==> config.mk <==
export PLATFORM = sky130hd
export DESIGN_NAME = dds_sweep_ctrl
export DESIGN_NICKNAME = d
export VERILOG_FILES = /design/src/rtl/dds_pkg.sv /design/src/rtl/dds_sweep_ctrl.sv
export SDC_FILE = /design/constraint.sdc
export NUM_CORES = 1
export LEC_CHECK = 0
export ABC_CLOCK_PERIOD_IN_PS = 11700
export BUFFER_PORTS_ARGS = -buffer_cell sky130_fd_sc_hd__buf_2
export CAP_MARGIN = 10
export CORE_ASPECT_RATIO = 1.1
export CORE_MARGIN = 4
export CORE_UTILIZATION = 53
export DETAILED_ROUTE_END_ITERATION = 8
export GPL_TIMING_DRIVEN = 0
export PLACE_DENSITY = 0.71
export SYNTH_ARGS = -nofsm -noshare
export SYNTH_HDL_FRONTEND = slang
export SYNTH_SLANG_ARGS = --single-unit
export TNS_END_PERCENT = 5
==> constraint.sdc <==
create_clock -name clk -period 11.7 [get_ports clk]
set_input_delay 2.34 -clock clk [delete_from_list [all_inputs] [get_ports clk]]
set_output_delay 2.34 -clock clk [all_outputs]
set_load 0.05 [all_outputs]
==> src/rtl/dds_pkg.sv <==
// Shared types and constants for the DDS sweep controller.
package dds_pkg;

  // Angles are in degrees; anything at or above a full turn is invalid.
  localparam logic [8:0] PHASE_MAX = 9'd360;

  // Width of the dwell field held in each table entry.
  localparam int SEG_DWELL_W = 16;

  typedef enum logic [1:0] {
    IDLE  = 2'd0,
    LOAD  = 2'd1,
    DWELL = 2'd2,
    DONE  = 2'd3
  } state_t;

  typedef struct packed {
    logic [8:0]             fword;
    logic [8:0]             phase;
    logic [SEG_DWELL_W-1:0] dwell;
  } seg_t;

endpackage

==> src/rtl/dds_sweep_ctrl.sv <==
// Segment-table frequency sweeper: steps a DDS through NUM_SEG
// {fword, phase, dwell} entries, pulsing the DDS reset on every load.
// DWELL_W must match dds_pkg::SEG_DWELL_W.
module dds_sweep_ctrl
  import dds_pkg::*;
#(
  parameter int NUM_SEG = 4,
  parameter int DWELL_W = 16
) (
  input  logic                       clk,
  input  logic                       rst,
  input  logic                       cfg_we,
  input  logic [$clog2(NUM_SEG)-1:0] cfg_addr,
  input  logic [8:0]                 cfg_fword,
  input  logic [8:0]                 cfg_phase,
  input  logic [DWELL_W-1:0]         cfg_dwell,
  output logic                       cfg_err,
  input  logic                       start,
  input  logic                       stop,
  input  logic                       loop_en,
  output logic                       busy,
  output logic                       done,
  output logic [$clog2(NUM_SEG)-1:0] seg_idx,
  output logic [8:0]                 f_word,
  output logic [8:0]                 phase_init,
  output logic                       dds_rstn
);

  localparam int SW = $clog2(NUM_SEG);

  state_t             state;
  seg_t               tbl [NUM_SEG];
  logic [DWELL_W-1:0] cnt;
  logic [DWELL_W-1:0] cur_dwell;
  logic [DWELL_W-1:0] dwell_last;
  logic               last_seg;
  logic [SW-1:0]      nxt_seg;
  logic               wr_bad;

  // Dwell of 0 behaves as 1, so the last count index is max(dwell,1)-1.
  always_comb begin
    cur_dwell  = DWELL_W'(tbl[seg_idx].dwell);
    dwell_last = (cur_dwell == '0) ? '0 : cur_dwell - DWELL_W'(1);
    last_seg   = (seg_idx == SW'(NUM_SEG - 1));
    nxt_seg    = last_seg ? '0 : seg_idx + SW'(1);
    wr_bad     = busy || (cfg_fword >= PHASE_MAX) || (cfg_phase >= PHASE_MAX) ||
                 (int'(cfg_addr) >= NUM_SEG);
  end

  // Table writes, sweep FSM and all registered outputs.
  always_ff @(posedge clk) begin
    if (rst) begin
      state      <= IDLE;
      seg_idx    <= '0;
      f_word     <= '0;
      phase_init <= '0;
      dds_rstn   <= 1'b0;
      busy       <= 1'b0;
      done       <= 1'b0;
      cfg_err    <= 1'b0;
      cnt        <= '0;
      for (int i = 0; i < NUM_SEG; i++) tbl[i] <= '0;
    end else begin
      cfg_err <= 1'b0;
      done    <= 1'b0;

      if (cfg_we) begin
        if (wr_bad) cfg_err <= 1'b1;
        else        tbl[cfg_addr] <= '{fword: cfg_fword, phase: cfg_phase,
                                       dwell: SEG_DWELL_W'(cfg_dwell)};
      end

      if (stop) begin
        state      <= IDLE;
        busy       <= 1'b0;
        f_word     <= '0;
        phase_init <= '0;
        dds_rstn   <= 1'b0;
      end else begin
        case (state)
          IDLE: if (start) begin
            state      <= LOAD;
            seg_idx    <= '0;
            f_word     <= tbl[0].fword;
            phase_init <= tbl[0].phase;
            dds_rstn   <= 1'b0;
            busy       <= 1'b1;
            cnt        <= '0;
          end
          LOAD: begin
            state    <= DWELL;
            dds_rstn <= 1'b1;
            cnt      <= '0;
          end
          DWELL: begin
            if (cnt == dwell_last) begin
              if (last_seg && !loop_en) begin
                state      <= DONE;
                done       <= 1'b1;
                busy       <= 1'b0;
                f_word     <= '0;
                phase_init <= '0;
                dds_rstn   <= 1'b0;
              end else begin
                state      <= LOAD;
                seg_idx    <= nxt_seg;
                f_word     <= tbl[nxt_seg].fword;
                phase_init <= tbl[nxt_seg].phase;
                dds_rstn   <= 1'b0;
                cnt        <= '0;
              end
            end else begin
              cnt <= cnt + DWELL_W'(1);
            end
          end
          DONE: state <= IDLE;
          default: state <= IDLE;
        endcase
      end
    end
  end

endmodule
==> metrics <==
row count 50; CP bufs+invs 2; Syn. warnings 0; first-pass GRT wire length approximately 34 mm; Unique masters post-synth 75; clk_lat worst skew 440 ps; worst flop-to-flop path endpoint f_word[0]$_SDFFE_PP0P_; asr flop ratio synth 0%; Sw Ratio 25.0%; detailed-route DRC error count 0; critical-path maximum fanout 34; post-synthesis average cell area 12.5 sq um; synth top area cells edfxtp_1 45%, dfxtp_1 9.7%, and2_1 9.6%, mux4_2 6.9%, mux4_1 1.7%; Required @ worst endpoint 11750 ps; design area ~10000 sq um; Worst Clk Skew 12.6 ps; CTS tree done; top-area cell type share of the netlist area between 40 and 50%; most common cell after layout, fill and taps aside and2_1; largest net degree at the start of global routing 35; share of layout cells above drive strength 1 22.7%; hold path startpoint phase_init[3]$_SDFFE_PP0P_; max cap viols 0; number of synthesized flops with an enable pin between 100 and 150; Placed Cells ~1000; Clk pwr share 41.7%; dominant cell type by area after synthesis edfxtp_1; Worst path top cell family by delay simple AND/OR/NAND/NOR gates; Initial DRT Pass Iterations 6; r2r setup slk approximately 6600 ps; crit path kind in2reg; DIE WIDTH ~130 um; htree depth 4; root buf cell clkbuf_16; Clk pin slew, worst setup/hold paths 80 ps; RSZ-0062 raised after global routing no; Global Route met1 Usage 30.9%; Logic pwr share 8.0%; Ant. Diodes 0; Core ar. approximately 17000 sq um; Placed Instance Area ~9800 sq um; M2 GR Usage between 30% and 40%; setup bufs post-CTS 0; fmax 179 MHz; Tcrit/Tclk final between 40% and 50%; Final setup viols 0; Rel. slew slack about a third; number of I/O port buffers 65; grt ovf 0; setup_tns 0 ps; PwrDens 138 nW/um^2; Tmin final ~5600 ps; CTS Sinks 180; CTS Buf Count 17; Final ANT Viol Nets 0; via count around 6300; gpl congestion between 0.9 and 1; DIE HEIGHT between 100 and 150 um; Slew Viols, Final 0; VDD IR max between 100 and 150 uV; WHS Path Cells 2; full die area just under 20000 sq um; top_reg_cell synth edfxtp_1; GR Util met3 under 10%; final net count 857; Worst Path Arrival about 5600 ps; PnR worst setup slack 6100 ps; clk buf depth 2; fill cell count approximately 1300; WL/cell between 20 and 25 um; final hold vios 0; Resized cells post-CTS 0; Post-Place Setup Slack about 5600 ps; initial core utilization 53.8%; Slew @ Worst Pin about 1000 ps; Layout area overhead 13.9%; register area share after synthesis around 54%; I/O pin total 66; post-synthesis sequential element count 180; Leak Pwr 3.79 nW; Hold Path Sink phase_init[3]$_SDFFE_PP0P_; vias in the first global route 6406; busiest grt layer met2; total global routing track utilization between 20% and 30%; hold crit path type reg2reg; Worst setup EP type register; internal power 1.08 mW; Initial DRC Count 634; reg2reg path depth 17; Flop pwr share around 50%; Critical Path Slowest Stage Cell or2_2; P_sw about 360 uW; Via density 5.96; initial antenna violation count 0; HPWL after DPL around 15 mm; Cell Area, Synth between 9000 and 10000 sq um; outcome finished clean; Mapped Cells 727; worst-path cell chain buf_2 > o211ai_1 > nand2b_1 > a221oi_1 > and3_1 > clkbuf_1 > nor3b_1 > or2_2; Setup crit start kind input pin; cts-stage hold buffer count 0; most frequent cells in the layout 140 x and2_1, 136 x edfxtp_1, 66 x buf_2; WL final 21.8 mm; Slowest Stage Delay on Critical Path approximately 930 ps; post-route insts no fill between 1000 and 1500; Synth Net Count between 700 and 800
-- layout make-up --
type | instances | area, sq um | area share [%]
clock buffers | 17 | 425 | 4.10
repair buffers | 66 | 353 | 3.40
flip-flops and latches | 180 | 4960 | 47.8
multi-input cells | 492 | 3900 | 37.5
clock inverters | 15 | 189 | 1.82
plain buffers | 39 | 201 | 1.94
well taps | 234 | 293 | 2.82
inverters | 16 | 60.1 | 0.578
-- routing by layer --
layer	up-vias	wire, um
li1	2903	-
met1	3153	9330
met2	227	10800
met3	24	1320
met4	0	289
met5	-	0
-- tightest hold or removal path, stage by stage, from the launching register on --
cell      delay [ps]
dfxtp_1          320
nor2_1           100
a211oi_1          60
-- power groups by stage --
stage          registers [mW]  clock network, mW  logic (mW)
2_1_floorplan           0.745                  0      0.0642
3_3_place_gp            0.736                  0       0.110
3_5_place_dp            0.737                  0       0.114
4_1_cts                 0.723              0.599       0.115
5_1_grt                 0.725              0.629       0.124
6_report                0.723              0.599       0.115
-- kinds of logic after synthesis --
kind of cell / Yosys count / synth area share, %
fa+ha+maj: 3 / 0.412
xor+xnor: 21 / 2.02
flops: 180 / 54.5
compound gates: 106 / 9.54
mux: 45 / 9.90
simple gates: 317 / 20.8
buf+inv: 55 / 2.87
-- worst max-delay path by stage --
stage | startpoint | end | slack [ps] | cells after the start
after floorplan | cfg_fword[3] | tbl[3][0]$_DFFE_PP_ | 5750 | 5
after CTS | cfg_fword[3] | tbl[0][2]$_SDFFCE_PN0P_ | 6050 | 8
after global routing | cfg_fword[3] | tbl[0][2]$_SDFFCE_PN0P_ | 5850 | 8
after global placement | cfg_fword[3] | tbl[3][5]$_DFFE_PP_ | 3460 | 6
final | cfg_fword[3] | tbl[0][2]$_SDFFCE_PN0P_ | 6100 | 8
after detailed placement | cfg_fword[3] | tbl[0][30]$_SDFFCE_PN0P_ | 5580 | 8
-- state kept, by name, summed over array words and instances, names as in the netlist, named ones only --
name and count:
f_word 9, phase_init 9, busy 1, done 1, seg_idx 2, dds_rstn 1, tbl 136, state 2
cfg_err 1, cnt 16
-- metrics by stage --
step	power [mW]	hold WS [ps]	util, %
2_1_floorplan	0.809	505	-
3_3_place_gp	0.846	496	57.4
3_5_place_dp	0.851	495	57.6
4_1_cts	1.44	512	61.3
5_1_grt	1.48	538	61.3
6_report	1.44	514	61.3
-- synth_stat cells (all sizes together), types with 10 or more instances --
master and number:
a211oi 19, a21oi 14, a22oi 19, and2 141
clkbuf 30, dfxtp 44, edfxtp 136, inv 15
mux4 34, nand2 31, nand3 18, nor2 50
nor4 14, o21ai 15, xnor2 11, xor2 10
Power figures use the tool's default switching activity.
